==> src/rtl/bist_fail_logger.sv <==
// bist_fail_logger: captures BIST fail events {addr, exp, act} into a small
// first-word-fall-through FIFO, keeps per-session fail statistics and lets
// the host drain the log through a valid/ready read port.
//
// state   | meaning
// --------+-----------------------------------------------------------
// IDLE    | no session active; fail strobes ignored
// LOGGING | session active; every fail strobe is counted and logged
// DONE    | BIST finished; fails ignored, log still readable
module bist_fail_logger #(
    parameter int ADDR_WIDTH = 8,
    parameter int WORD_WIDTH = 4,
    parameter int LOG_DEPTH  = 16,
    parameter int CNT_WIDTH  = 16
) (
    input  logic                              clk,
    input  logic                              rst,
    input  logic                              session_start,
    input  logic                              fail,
    input  logic [ADDR_WIDTH-1:0]             fail_addr,
    input  logic [WORD_WIDTH-1:0]             exp_data,
    input  logic [WORD_WIDTH-1:0]             act_data,
    input  logic                              test_done,
    input  logic                              rd_ready,
    output logic                              rd_valid,
    output logic [ADDR_WIDTH+2*WORD_WIDTH-1:0] rd_data,
    output logic [CNT_WIDTH-1:0]              fail_count,
    output logic [ADDR_WIDTH-1:0]             first_fail_addr,
    output logic                              any_fail,
    output logic                              overflow,
    output logic                              log_done
);

    localparam int DATA_W = ADDR_WIDTH + 2 * WORD_WIDTH;
    localparam int PTR_W  = $clog2(LOG_DEPTH);
    localparam int OCC_W  = PTR_W + 1;

    typedef enum logic [1:0] {
        IDLE    = 2'd0,
        LOGGING = 2'd1,
        DONE    = 2'd2
    } state_t;

    state_t state_q, state_d;

    logic [DATA_W-1:0] mem [LOG_DEPTH];
    logic [PTR_W-1:0]  wr_ptr, rd_ptr;
    logic [OCC_W-1:0]  occ;
    logic [DATA_W-1:0] last_data;

    logic full, empty, capture, pop, push_ok, drop;

    assign empty = (occ == '0);
    assign full  = (occ == OCC_W'(LOG_DEPTH));

    // A session_start in the same cycle wins over both capture and pop,
    // since the log is being cleared anyway.
    assign capture = (state_q == LOGGING) && fail && !session_start;
    assign pop     = !empty && rd_ready && !session_start;
    assign push_ok = capture && (!full || pop);
    assign drop    = capture && full && !pop;

    assign rd_valid = !empty;
    // Empty log presents the most recently popped word rather than stale array contents.
    assign rd_data  = empty ? last_data : mem[rd_ptr];

    // State register.
    always_ff @(posedge clk) begin
        if (!rst) begin
            state_q <= IDLE;
        end else begin
            state_q <= state_d;
        end
    end

    // Next-state logic and state-decoded outputs.
    always_comb begin
        state_d  = state_q;
        log_done = 1'b0;
        case (state_q)
            IDLE: begin
                if (session_start) state_d = LOGGING;
            end
            LOGGING: begin
                if (session_start)  state_d = LOGGING;
                else if (test_done) state_d = DONE;
            end
            DONE: begin
                log_done = 1'b1;
                if (session_start) state_d = LOGGING;
            end
            default: state_d = IDLE;
        endcase
    end

    // Log storage; no reset needed since pointers define which slots are valid.
    always_ff @(posedge clk) begin
        if (rst && push_ok) begin
            mem[wr_ptr] <= {fail_addr, exp_data, act_data};
        end
    end

    // FIFO pointers, occupancy and the last-popped word.
    always_ff @(posedge clk) begin
        if (!rst || session_start) begin
            wr_ptr    <= '0;
            rd_ptr    <= '0;
            occ       <= '0;
            last_data <= '0;
        end else begin
            if (push_ok) wr_ptr <= wr_ptr + PTR_W'(1);
            if (pop) begin
                rd_ptr    <= rd_ptr + PTR_W'(1);
                last_data <= mem[rd_ptr];
            end
            case ({push_ok, pop})
                2'b10:   occ <= occ + OCC_W'(1);
                2'b01:   occ <= occ - OCC_W'(1);
                default: occ <= occ;
            endcase
        end
    end

    // Session statistics; counted for every captured fail, logged or dropped.
    always_ff @(posedge clk) begin
        if (!rst || session_start) begin
            fail_count      <= '0;
            first_fail_addr <= '0;
            any_fail        <= 1'b0;
            overflow        <= 1'b0;
        end else begin
            if (capture) begin
                if (fail_count != '1) fail_count <= fail_count + CNT_WIDTH'(1);
                any_fail <= 1'b1;
                if (!any_fail) first_fail_addr <= fail_addr;
            end
            if (drop) overflow <= 1'b1;
        end
    end

endmodule

==> config.mk <==
export PLATFORM = sky130hd
export DESIGN_NAME = bist_fail_logger
export DESIGN_NICKNAME = d
export VERILOG_FILES = /design/src/rtl/bist_fail_logger.sv
export SDC_FILE = /design/constraint.sdc
export NUM_CORES = 1
export LEC_CHECK = 0
export CAP_MARGIN = 5
export CORE_MARGIN = 2
export CORE_UTILIZATION = 40
export CTS_BUF_LIST = sky130_fd_sc_hd__clkbuf_8
export DETAILED_ROUTE_END_ITERATION = 12
export PLACE_DENSITY_LB_ADDON = 0.2
export SETUP_SLACK_MARGIN = 0.5
export SLEW_MARGIN = 30
export SYNTH_ARGS = -nofsm -noshare
export SYNTH_HDL_FRONTEND = slang
export SYNTH_SLANG_ARGS = --single-unit
==> constraint.sdc <==
create_clock -name clk -period 3.1 [get_ports clk]
set_input_delay 0.775 -clock clk [delete_from_list [all_inputs] [get_ports clk]]
set_output_delay 0.775 -clock clk [all_outputs]
set_load 0.02 [all_outputs]
; ---- Word level (Yosys, flattened, before mapping)
; Memories as Yosys holds them, arrays and structs flattened. A register that Yosys moved wholly into a read port is not among the register bits.
; Index checks and enable logic that the tools add are counted.
[op_classes]
n_eq_ne = 8
bitwise_logic = 1
reduce_logical = 22
add_sub_neg = 5
n_mux = 11
[op_table]
columns = operator, n
row1 = $add 16x1->16 const B, 1
row2 = $mux 16, 1
row3 = $ne 16x16->1 const B, 1
row4 = $pmux 5 s2, 1
row5 = $add 4x1->4 const B, 2
row6 = $logic_and 1x1->1, 8
row7 = $mux 4, 2
row8 = $mux 2, 3
row9 = $reduce_and 2->1, 3
row10 = $add 5x1->5 const B, 1
row11 = $eq 5x5->1 const B, 1
row12 = $logic_not 1->1, 5
row13 = $logic_not 5->1, 1
row14 = $sub 5x1->5 const B, 1
row15 = $eq 2x1->1 const B, 2
row16 = $eq 2x2->1 const B, 2
row17 = $pmux 2 s2, 1
row18 = $mux 1, 3
row19 = $ne 3x3->1 const B, 1
row20 = $logic_not 2->1, 1
row21 = $logic_or 1x1->1, 2
row22 = $ne 2x1->1 const B, 1
row23 = $reduce_bool 2->1, 1
row24 = $reduce_or 2->1, 1
row25 = $not 1->1, 1
[word_totals]
output_inout_bits = 44
n_memories = 1
ff_bits = 57
ram_bits = 256
input_bits = 22
[memory_table]
columns = name, words, width, rd, rd_ports_with_merged_regs, wr, line
row1 = mem, 16, 16, 1, 1, 1, 46  ; logic [DATA_W-1:0] mem [LOG_DEPTH];

; ---- Logic depth before layout (Yosys ltp)
; Gate-level depths: netlist (run 1).
[logic_depth]
depth_word = 9
ltp_mapped = 10
ltp_nobuf = 9

; ---- Worst setup path before layout (run 1)
; No wires, ideal clock.
[synth_timing]
path_type = in2reg
start = input port session_start
end = memory mem[7][0] in the netlist's numbering, enable pin
stages = 5
required_time_ns = 2.712
setup_slack_ns = 0.352
setup_ns = 0.388
path_buffers = 1
t_arrival_ns = 2.360
cell_sequence = nand2b_1 clkbuf_1 a31oi_2 nand2_1 nor2_1
[synth_between]
elab_chain_cells = 7
elab_cells_between_ends = 8
cone_classes = 2 x mux / 6 x reduce/logical
[synth_lines]
columns = element, line
row1 = "start, declared", 18  ; input logic session_start,
row2 = $logic_not 1->1 (*), "58, 59"
row3 = $logic_and 1x1->1, 59  ; assign pop = !empty && rd_ready && !session_start;
row4 = $logic_or 1x1->1, 60  ; assign push_ok = capture && (!full || pop);
row5 = $logic_and 1x1->1 (*), 60
row6 = $logic_and 1x1->1 (*), 98  ; if (rst && push_ok) begin
row7 = $mux 1 (*), 98
row8 = $mux 1 (implied by the code) (*), 99  ; mem[wr_ptr] <= {fail_addr, exp_data, act_data};
row9 = "end, declared", 46
; Mark *: on every way between the ends. The rest lies on a longest branch, timed or not.

==> results of run 1 <==
[power groups by stage]
| stage | sequential (mW) | combinational, mW | clock, mW |
|---|---|---|---|
| final | 4.61 | 0.209 | 3.09 |
| after detailed placement | 4.70 | 0.200 | 0 |
| after global routing | 4.60 | 0.226 | 3.36 |
| after global placement | 4.70 | 0.192 | 0 |
| after CTS | 4.61 | 0.203 | 3.18 |
| after floorplan | 4.70 | 0.0777 | 0 |
[metal layers]
| layer | up-vias | wire (microns) | global-route usage |
|---|---|---|---|
| li1 | 3191 | - | - |
| met5 | - | 0 | 0 |
| met3 | 34 | 1220 | 0.0275 |
| met2 | 169 | 15000 | 0.312 |
| met4 | 0 | 392 | 0.0465 |
| met1 | 3637 | 12900 | 0.236 |
[registers in the layout, summed over array words and instances, names as in the netlist, named ones only]
register / count
fail_count: 16
occ: 5
overflow: 1
any_fail: 1
last_data: 16
rd_ptr: 4
state_q: 2
wr_ptr: 4
first_fail_addr: 8
mem: 256
[cell usage in the layout, fill, tap and decap left out, types with 14 or more instances in the layout]
master	count
clkdlybuf4s50_1	47
inv_1	21
mux2i_2	14
dfxtp_1	56
nor2_1	46
edfxtp_1	256
mux4_2	64
mux2i_1	33
buf_4	40
buf_12	22
a21oi_1	35
clkbuf_8	51
nand2_1	55
[Yosys cell counts (all sizes together) (3+ instances only)]
cell	number	area share
mux4	64	0.11
xor2	12	0.0083
mux2i	52	0.041
nor4	5	0.0042
a21oi	37	0.015
clkbuf	18	0.0053
buf	20	0.0091
nor2	52	0.015
ha	8	0.0079
mux2	17	0.015
dfxtp	61	0.097
edfxtp	256	0.61
xnor2	6	0.0042
nand2	56	0.017
o21ai	11	0.0044
or3	4	0.0020
nor3	8	0.0032
nand3	6	0.0024
nor2b	3	0.0015
nand4	6	0.0030
inv	5	0.0015
a211oi	3	0.0022
nand2b	3	0.0015
a31oi	3	0.0020
[path summary, 6_finish.rpt]
| path | slack, ns | end | startpoint |
|---|---|---|---|
| worst max register to register | 0.74 | occ[3] | occ[2] |
| worst min-delay path | 0.46 | last_data[9] | last_data[9] |
| worst max-delay path | -0.27 | rd_data[7] | flip-flop |
| worst min register to register | 0.46 | last_data[9] | last_data[9] |
[repair_timing]
item,4_1_cts,5_1_grt
pin swaps,0,2
endpoints found under the setup margin,17,18
cloned,5,1
resized for setup,115,24
buffers inserted,8,5
[metrics by stage]
step | hold slack (ns) | utilization
2_1_floorplan | 0.432 | -
3_3_place_gp | 0.441 | 0.455
3_5_place_dp | 0.447 | 0.455
4_1_cts | 0.459 | 0.492
5_1_grt | 0.481 | 0.498
6_report | 0.461 | 0.498
[final cells by class]
type                            instances  area (sq um)
Fill cell                            2556         15700
Clock inverter                         39           163
Inverter                                5          18.8
Timing Repair Buffer                  134          1550
Multi-Input combinational cell        378          3720
Tap cell                              402           503
Sequential cell                       317          8920
Clock buffer                           51           702
[logic make-up (layout without fill, tap and decap cells)]
kind of cell    Yosys count  after routing  share of synthesized area
compound gates           63             63                     0.0304
xor+xnor                 18             18                     0.0125
fa+ha+maj                 8              8                    0.00791
buf+inv                  43            229                     0.0159
flops                   317            317                      0.704
mux                     133            133                      0.171
simple gates            156            156                     0.0584
[critical path, stage by stage, from the launching register on]
cell	delay [ns]
dfxtp_4	0.39
buf_4	0.13
buf_12	0.11
clkbuf_16	0.14
mux4_2	0.50
mux2i_2	0.20
mux2i_2	0.14
mux2_2	0.28
buf_2	0.16
==> results.tsv, run 1 <==
stage	metric	value	unit
clock_network	clock latency on the worst-skew pair	0.56	ns
clock_network	number of buffers created by CTS	49	
die	Die Span Y	182	microns
clock_network	count of hold-fix buffers inserted at cts	0	
power	total power divided by cell area	507	nW/um^2
die	I/O pin count	66	
power	fraction of power consumed by the clock network	0.391	
global_route	overall routing resource usage	0.179	
setup_path	logic depth of the worst register-to-register path	10	
final_layout	Final nets	915	
route	1st-pass router iterations	4	
route	number of nets with antenna violations after routing	0	
timing	setup repair after global routing missed its margin	true	
die	number of standard-cell rows in the floorplan	65	
power	combinational power share	0.026	
synthesis	synthesized netlist cell count	738	
synthesis	number of warning messages in the yosys log	0	
synthesis	number of distinct library cell variants in the gate-level netlist after synthesis	51	
timing	number of hold-slack violations in the final timing report	0	
timing	pin slew with the least headroom to its limit	0.758	ns
timing	TNS Setup	-3.45	ns
setup_path	Crit path required time	2.32	ns
timing	Slew Viols, Final	0	
timing	final count of negative-setup-slack endpoints	16	
timing	portion of the clock cycle consumed by the worst path in the final layout	1.09	
clock_network	clock root cell	clkbuf_8	
die	total core area	31300	sq um
route	first-iteration detailed-routing DRC count	436	
hold_path	hold path cells	2	
route	DRC violations left	0	
final_layout	total inserted antenna cells	0	
power	Worst IR Drop VDD	0.394	mV
power	power share of the sequential group	0.583	
placement	quantity of I/O buffers inserted on ports	65	
final_layout	fraction of final layout cells with drive strength greater than 1	0.293	
run_status	result of the run	finished, violations left	
flow_run	MaxCap Viol Count	0	
synthesis	post-synthesis async set-or-reset flop share	0	
timing	final critical-path required period	3.37	ns
synthesis	fraction of the yosys area taken by sequential cells	0.704	
setup_path	crit path kind	flip-flop to output port	
setup_path	worst-path maximum fanout	5	
clock_network	clock net sink count	317	
route	routed length per placed instance	22.2	microns
hold_path	class of the tightest hold or removal check	flip-flop to flip-flop	
die	total die area	33100	sq um
timing	Relative slew margins	0.493	
final_layout	synth-to-layout area growth	23.2	%
final_layout	Final Cell Area	15600	sq um
setup_path	startpoint kind of the worst setup timing path	flip-flop	
placement	placed standard-cell area	14200	sq um
synthesis	number of enable-type register cells in the synthesized netlist	256	
route	total number of vias	7031	
die	initial standard-cell utilization of the core	0.404	
synthesis	flops & latches, synth	317	
setup_path	data arrival time at the worst-slack endpoint	2.60	ns
run_status	violations in the final reports	setup timing	
power	P_int	6.21	mW
power	leakage power	4.96	nW
global_route	wire length of the first global-routing pass	44000	microns
power	Switch Pwr	1.70	mW
global_route	maximum number of pins on one net before global-route repair	30	
synthesis	cell area after synthesis	12600	sq um
global_route	number of global-route vias before repair	7365	
timing	Clock Skews	0.0190	ns
power	Final Power	7.90	mW
final_layout	non-filler cells in the finished layout	1326	
route	average via count per standard cell	5.30	
timing	maximum clock frequency	0.296	GHz
placement	DP HPWL	17900	microns
clock_network	Max clock buf depth	3	
clock_network	CTS H-tree depth	2	
die	Die X	182	microns
route	overall routed net length	29400	microns
clock_network	clock-pin slew on the worst setup and hold paths	0.07	ns
placement	Setup WS pre-CTS	-0.0820	ns
placement	Placed Instances	1217	
global_route	GRT Residual Overflow	0	
clock_network	TritonCTS clock tree	built	
placement	gp weighted congestion	0.780	
timing	Final Worst Setup Slack	-0.275	ns
synthesis	predominant post-synthesis flop cell	edfxtp_1	
setup_path	Worst Setup End Kind	output port	
power	Switching Share	0.215	
synthesis	Post-Synthesis Net Count	768	
synthesis	average cell area after synthesis	17.1	sq um
global_route	number of antenna violations at the first check in global routing	0	
No activity file was read; power rests on OpenSTA's default activity.
==> run 2, diff against run 1 <==
- CTS_CLUSTER_SIZE: unset -> 20
- PLACE_DENSITY: unset -> 0.67
- PLACE_DENSITY_LB_ADDON: 0.2 -> unset
==> run 2 against run 1 <==
Against the previous run: the flow still finishes with violations (setup timing); first-iteration DRC count up 46%; clock power up 12%; sequential share of layout area down 0.73 points; hold slack worse by 0.0076 ns; flip-flop and latch count unchanged; die area unchanged; sequential power about the same; critical path depth unchanged; setup slack better by 0.025 ns; highest routed layer is now met5.
==> results.tsv, run 2 (synthesis gave the netlist of run 1 again) <==
stage	metric	value	unit	change
run_status	result of the run	finished, violations left		unchanged
run_status	violations in the final reports	setup timing		unchanged
timing	portion of the clock cycle consumed by the worst path in the final layout	1.08		was 1.09
setup_path	Worst Setup End Kind	output port		unchanged
timing	Final Worst Setup Slack	-0.250	ns	was -0.275 ns
timing	Slew Viols, Final	0		unchanged
clock_network	clock-pin slew on the worst setup and hold paths	0.06	ns	was 0.07 ns
power	fraction of power consumed by the clock network	0.417		was 0.391
power	Switch Pwr	1.70	mW	about the same
placement	quantity of I/O buffers inserted on ports	65		unchanged
die	Die X	182	microns	unchanged
clock_network	number of buffers created by CTS	48		was 49
setup_path	critical path's top delay family	multiplexers		unchanged
setup_path	cell type with the highest occurrence count on the critical path	buf_12		was mux2i_2
setup_path	crit path kind	flip-flop to output port		unchanged
final_layout	flip-flop and latch area	8920	sq um	about the same
final_layout	number of flip-flops under the largest register name	256		unchanged
clock_network	clock net sink count	317		unchanged
power	P_int	6.57	mW	was 6.21 mW
final_layout	biggest regs	mem: 256 flops, fail_count: 16 flops, last_data: 16 flops		unchanged
placement	gp weighted congestion	0.793		was 0.780
timing	number of hold-slack violations in the final timing report	0		unchanged
route	wire length on met3	1690	microns	was 1220 microns
setup_path	crit-path cells	buf_12 -> buf_12 -> buf_12 -> mux4_2 -> mux2i_1 -> mux2i_2 -> mux2_4 -> buf_6		was buf_4 -> buf_12 -> clkbuf_16 -> mux4_2 -> mux2i_2 -> mux2i_2 -> mux2_2 -> buf_2
die	total die area	33100	sq um	unchanged
route	1st-pass router iterations	5		was 4
final_layout	synth-to-layout area growth	24.8	%	was 23.2%
final_layout	fraction of final layout cells with drive strength greater than 1	0.308		was 0.293
route	number of nets with antenna violations after routing	0		unchanged
clock_network	count of hold-fix buffers inserted at cts	0		unchanged
timing	setup repair after global routing missed its margin	true		unchanged
final_layout	commonest non-fill, non-tap cell in the layout	edfxtp_1		unchanged
placement	Placed Instances	1220		was 1217
setup_path	worst-path maximum fanout	6		was 5
clock_network	CTS H-tree depth	2		unchanged
setup_path	Crit path required time	2.32	ns	about the same
route	average via count per standard cell	5.32		was 5.30
route	met2 WL post-DR	14100	microns	was 15000 microns
hold_path	class of the tightest hold or removal check	flip-flop to flip-flop		unchanged
global_route	number of global-route vias before repair	6980		was 7365
timing	final critical-path required period	3.35	ns	was 3.37 ns
global_route	overall routing resource usage	0.178		was 0.179
timing	Clock Skews	0.0142	ns	was 0.0190 ns
setup_path	WP buf/inv	4		unchanged
die	total core area	31300	sq um	unchanged
final_layout	Filler cells	2515		was 2556
global_route	maximum number of pins on one net before global-route repair	37		was 30
route	Routed met1 length	12600	microns	was 12900 microns
die	Die Span Y	182	microns	unchanged
setup_path	slowest cell delay on critical path	0.49	ns	was 0.50 ns
setup_path	cell with the biggest individual delay on the critical path	mux4_2		unchanged
global_route	number of antenna violations at the first check in global routing	2		was 0
power	Switching Share	0.206		was 0.215
power	leakage power	5.03	nW	was 4.96 nW
timing	final count of negative-setup-slack endpoints	16		unchanged
flow_run	MaxCap Viol Count	0		unchanged
power	Worst IR Drop VDD	0.270	mV	was 0.394 mV
power	Final Power	8.27	mW	was 7.90 mW
final_layout	top library cells by usage in the layout, fill and taps aside	edfxtp_1 (256), mux4_2 (64), nand2_1 (55), dfxtp_1 (55), clkbuf_8 (52)		was edfxtp_1 (256), mux4_2 (64), dfxtp_1 (56)
route	highest metal used	met5		was met4
die	initial standard-cell utilization of the core	0.404		unchanged
timing	maximum clock frequency	0.299	GHz	was 0.296 GHz
route	total number of vias	7058		was 7031
final_layout	total inserted antenna cells	0		unchanged
final_layout	Final nets	915		unchanged
setup_path	startpoint kind of the worst setup timing path	flip-flop		unchanged
route	first-iteration detailed-routing DRC count	635		was 436
power	power share of the sequential group	0.557		was 0.583
timing	pin slew with the least headroom to its limit	0.718	ns	was 0.758 ns
route	DRC violations left	0		unchanged
power	total power divided by cell area	524	nW/um^2	was 507 nW/um^2
final_layout	non-filler cells in the finished layout	1326		unchanged
die	number of standard-cell rows in the floorplan	65		unchanged
clock_network	TritonCTS clock tree	built		unchanged
route	routed length per placed instance	21.8	microns	was 22.2 microns
die	I/O pin count	66		unchanged
timing	Relative slew margins	0.521		was 0.493
global_route	wire length of the first global-routing pass	43600	microns	was 44000 microns
power	combinational power share	0.026		about the same
clock_network	clock latency on the worst-skew pair	0.57	ns	was 0.56 ns
clock_network	Max clock buf depth	3		unchanged
route	overall routed net length	28900	microns	was 29400 microns
global_route	GRT Residual Overflow	0		unchanged
final_layout	total area of multi-input combinational cells	3710	sq um	was 3720 sq um
clock_network	clock root cell	clkbuf_8		unchanged
final_layout	top register by number of flip-flops	mem		unchanged
placement	DP HPWL	16900	microns	was 17900 microns
setup_path	data arrival time at the worst-slack endpoint	2.57	ns	was 2.60 ns
## run 2: cell count changes in the layout (fill, tap and decap cells not counted), sizes merged
cell,before,now
dlygate4sd2,0,1
clkinv,22,12
dlymetal6s2s,1,0
inv,21,25
buf,85,87
bufinv,0,4
## run 2: final cells by class
class	instances	share of cell area
timing repair buffer	135	0.105
clock buffer	52	0.0454
tap	402	0.0319
multi-input combinational	378	0.235
inverter	5	0.00119
sequential	317	0.565
clock inverter	37	0.0166
## run 2: power by group through the flow
stage	Combinational [mW]	Sequential, mW	Clock, mW
finish	0.213	4.61	3.45
global route	0.231	4.60	3.74
CTS	0.211	4.61	3.53
detailed placement	0.208	4.70	0
global placement	0.203	4.70	0
floorplan	0.0777	4.70	0
## run 2: layer usage
layer / GRT usage / vias up
li1: - / 3189
met1: 0.246 / 3610
met2: 0.288 / 213
met3: 0.0357 / 42
met4: 0.0485 / 4
met5: 0 / -
## run 2: tightest hold or removal path, delay by kind of cell (launching register included)
kind               cells  cell delay [ns]
DFF                    1             0.31
and+or+nand+nor        1             0.05
AOI/OAI and AO/OA      1             0.05
## run 2: repair_timing
| action | in CTS | in global routing |
|---|---|---|
| setup endpoints to repair | 18 | 18 |
| gates resized for setup | 106 | 25 |
| pin swaps | 0 | 0 |
| setup buffers | 9 | 3 |
| cloned | 5 | 0 |
## run 2: path summary, 6_finish.rpt
path	startpoint	endpoint	slack, ns	cells past startpoint
setup / recovery	flip-flop	rd_data[11]	-0.25	8
hold / removal	last_data[4]	last_data[4]	0.45	2
setup reg to reg	occ[0]	occ[4]	0.67	11
hold reg to reg	last_data[4]	last_data[4]	0.45	2
## run 2: stage by stage
stage / setup WS (ns) / setup TNS [ns] / util / hold WS, ns / instance area [sq um]
6_report: -0.250 / -3.01 / 0.504 / 0.454 / 15800
5_1_grt: -0.322 / -4.51 / 0.504 / 0.473 / 15800
4_1_cts: -0.266 / -3.57 / 0.501 / 0.457 / 15700
3_5_place_dp: -0.0597 / -0.153 / 0.461 / 0.447 / 14400
3_3_place_gp: -0.0349 / -0.105 / 0.461 / 0.439 / 14400
2_1_floorplan: 0.386 / 0 / - / 0.432 / 12700
==> run 3, diff against run 2 <==
- GPL_ROUTABILITY_DRIVEN: unset -> 0
- SETUP_SLACK_MARGIN: 0.5 -> 0.05
==> run 3 against run 2 <==
Against the previous run: the run still ends with setup timing left; flip-flop and latch count is the same; design area decreased by 0.58%; combinational power barely moved; clock power grew 2%; register-to-register slack gained 0.08 ns.
==> results.tsv, run 3 (synthesis gave the netlist of run 1 again) <==
stage	metric	value	unit	change
die	I/O pin count	66		unchanged
global_route	maximum number of pins on one net before global-route repair	28		was 37
final_layout	fraction of final layout cells with drive strength greater than 1	0.315		was 0.308
timing	Final Worst Setup Slack	-0.227	ns	was -0.250 ns
final_layout	number of flip-flops under the largest register name	256		unchanged
final_layout	top library cells by usage in the layout, fill and taps aside	edfxtp_1 (256), mux4_2 (64), clkbuf_8 (60), buf_4 (60), dfxtp_1 (58)		was edfxtp_1 (256), mux4_2 (64), nand2_1 (55), dfxtp_1 (55), clkbuf_8 (52)
final_layout	Final nets	929		was 915
route	overall routed net length	28700	microns	was 28900 microns
route	1st-pass router iterations	5		unchanged
hold_path	hold path cells	2		unchanged
final_layout	commonest non-fill, non-tap cell in the layout	edfxtp_1		unchanged
clock_network	TritonCTS clock tree	built		unchanged
hold_path	startpoint of the most critical hold path	last_data[13]		was last_data[4]
route	first-iteration detailed-routing DRC count	574		was 635
timing	final count of negative-setup-slack endpoints	16		unchanged
run_status	violations in the final reports	setup timing		unchanged
run_status	result of the run	finished, violations left		unchanged
die	Die X	182	microns	unchanged
clock_network	count of hold-fix buffers inserted at cts	0		unchanged
power	leakage power	5.03	nW	about the same
setup_path	Crit path required time	2.32	ns	about the same
route	average via count per standard cell	5.26		was 5.32
final_layout	biggest regs	mem: 256 flops, fail_count: 16 flops, last_data: 16 flops		unchanged
hold_path	class of the tightest hold or removal check	flip-flop to flip-flop		unchanged
timing	Slew Viols, Final	0		unchanged
timing	pin slew with the least headroom to its limit	0.663	ns	was 0.718 ns
setup_path	Worst Setup End Kind	output port		unchanged
timing	portion of the clock cycle consumed by the worst path in the final layout	1.07		was 1.08
flow_run	MaxCap Viol Count	0		unchanged
global_route	wire length of the first global-routing pass	43300	microns	was 43600 microns
die	Die Span Y	182	microns	unchanged
setup_path	startpoint kind of the worst setup timing path	flip-flop		unchanged
global_route	number of global-route vias before repair	7277		was 6980
clock_network	Max clock buf depth	3		unchanged
setup_path	logic depth of the worst register-to-register path	10		was 11
global_route	number of antenna violations at the first check in global routing	0		was 2
global_route	GRT Residual Overflow	0		unchanged
setup_path	worst-path maximum fanout	7		was 6
clock_network	CTS H-tree depth	2		unchanged
clock_network	clock root cell	clkbuf_8		unchanged
route	number of nets with antenna violations after routing	0		unchanged
die	number of standard-cell rows in the floorplan	65		unchanged
clock_network	number of buffers created by CTS	51		was 48
power	Worst IR Drop VDD	0.268	mV	was 0.270 mV
die	total die area	33100	sq um	unchanged
timing	final critical-path required period	3.33	ns	was 3.35 ns
final_layout	synth-to-layout area growth	24.1	%	was 24.8%
final_layout	top register by number of flip-flops	mem		unchanged
die	initial standard-cell utilization of the core	0.404		unchanged
timing	setup repair after global routing missed its margin	true		unchanged
die	total core area	31300	sq um	unchanged
timing	Relative slew margins	0.556		was 0.521
final_layout	flip-flop and latch area	8910	sq um	was 8920 sq um
setup_path	worst reg2reg startpoint	occ[0]		unchanged
clock_network	clock net sink count	317		unchanged
global_route	overall routing resource usage	0.175		was 0.178
route	total number of vias	7065		was 7058
final_layout	total inserted antenna cells	0		unchanged
timing	maximum clock frequency	0.301	GHz	was 0.299 GHz
placement	quantity of I/O buffers inserted on ports	65		unchanged
setup_path	data arrival time at the worst-slack endpoint	2.55	ns	was 2.57 ns
route	routed length per placed instance	21.4	microns	was 21.8 microns
placement	DP HPWL	18200	microns	was 16900 microns
placement	placed standard-cell area	14400	sq um	about the same
power	total power divided by cell area	531	nW/um^2	was 524 nW/um^2
clock_network	clock-pin slew on the worst setup and hold paths	0.06	ns	about the same
final_layout	Final Cell Area	15700	sq um	was 15800 sq um
route	DRC violations left	0		unchanged
power	Final Power	8.33	mW	was 8.27 mW
clock_network	clock latency on the worst-skew pair	0.57	ns	about the same
setup_path	crit path kind	flip-flop to output port		unchanged
final_layout	Filler cells	2534		was 2515
timing	Clock Skews	0.0234	ns	was 0.0142 ns
timing	number of hold-slack violations in the final timing report	0		unchanged
final_layout	total area of multi-input combinational cells	3750	sq um	was 3710 sq um
==> run 3: cell count changes in the layout (fill, tap and decap cells not counted), sizes merged <==
cell / delta
inv: -5
buf: +10
clkinv: +5
clkbuf: +8
clkinvlp: -1
bufinv: -2
clkdlybuf4s50: +1
==> run 3: final cells by class <==
cell class	count	share of cell area
flip-flops and latches	317	0.568
multi-input cells	378	0.239
repair buffers	146	0.0945
clock buffers	60	0.0526
well taps	402	0.0321
clock inverters	34	0.0125
inverters	5	0.00120
==> run 3: worst paths after layout <==
check                                     end  slack [ns]
worst max-delay path               rd_data[0]       -0.23
worst min-delay path            last_data[13]        0.45
worst max register to register         occ[4]        0.75
worst min register to register  last_data[13]        0.45
==> run 3: critical path, stage by stage, from the launching register on <==
cell     delay [ns]
dfxtp_4        0.45
buf_12         0.17
buf_4          0.12
mux4_2         0.49
mux2i_1        0.17
mux2i_1        0.12
mux2_2         0.29
buf_2          0.16
==> run 3: routing by layer <==
layer	vias up	global-route usage	wire length, microns
li1	3221	-	-
met1	3625	0.223	11800
met2	174	0.315	14900
met3	45	0.0265	1340
met4	0	0.0446	591
met5	-	0	0
==> run 3: stage by stage <==
step / util / TNS (ns) / hold slack, ns / cells / setup WS [ns]
after floorplan: - / 0 / 0.432 / 738 / 0.352
after global placement: 0.459 / -0.133 / 0.440 / 1239 / -0.0579
after detailed placement: 0.459 / -0.225 / 0.445 / 1239 / -0.0761
after CTS: 0.499 / -4.46 / 0.455 / 1340 / -0.312
after global routing: 0.501 / -4.83 / 0.481 / 1342 / -0.349
final: 0.501 / -3.06 / 0.453 / 1342 / -0.227
==> run 3: what timing repair did <==
item                                    in CTS  in global routing
gates resized for setup                    112                 22
buffers inserted                             4                  5
cloned                                       3                  0
endpoints found under the setup margin      17                 16
==> run 3: power breakdown <==
part	switching, mW	internal, mW	total, mW
sequential	0.00591	4.60	4.61
combinational	0.130	0.0837	0.214
clock	1.58	1.93	3.51
total	1.72	6.61	8.33
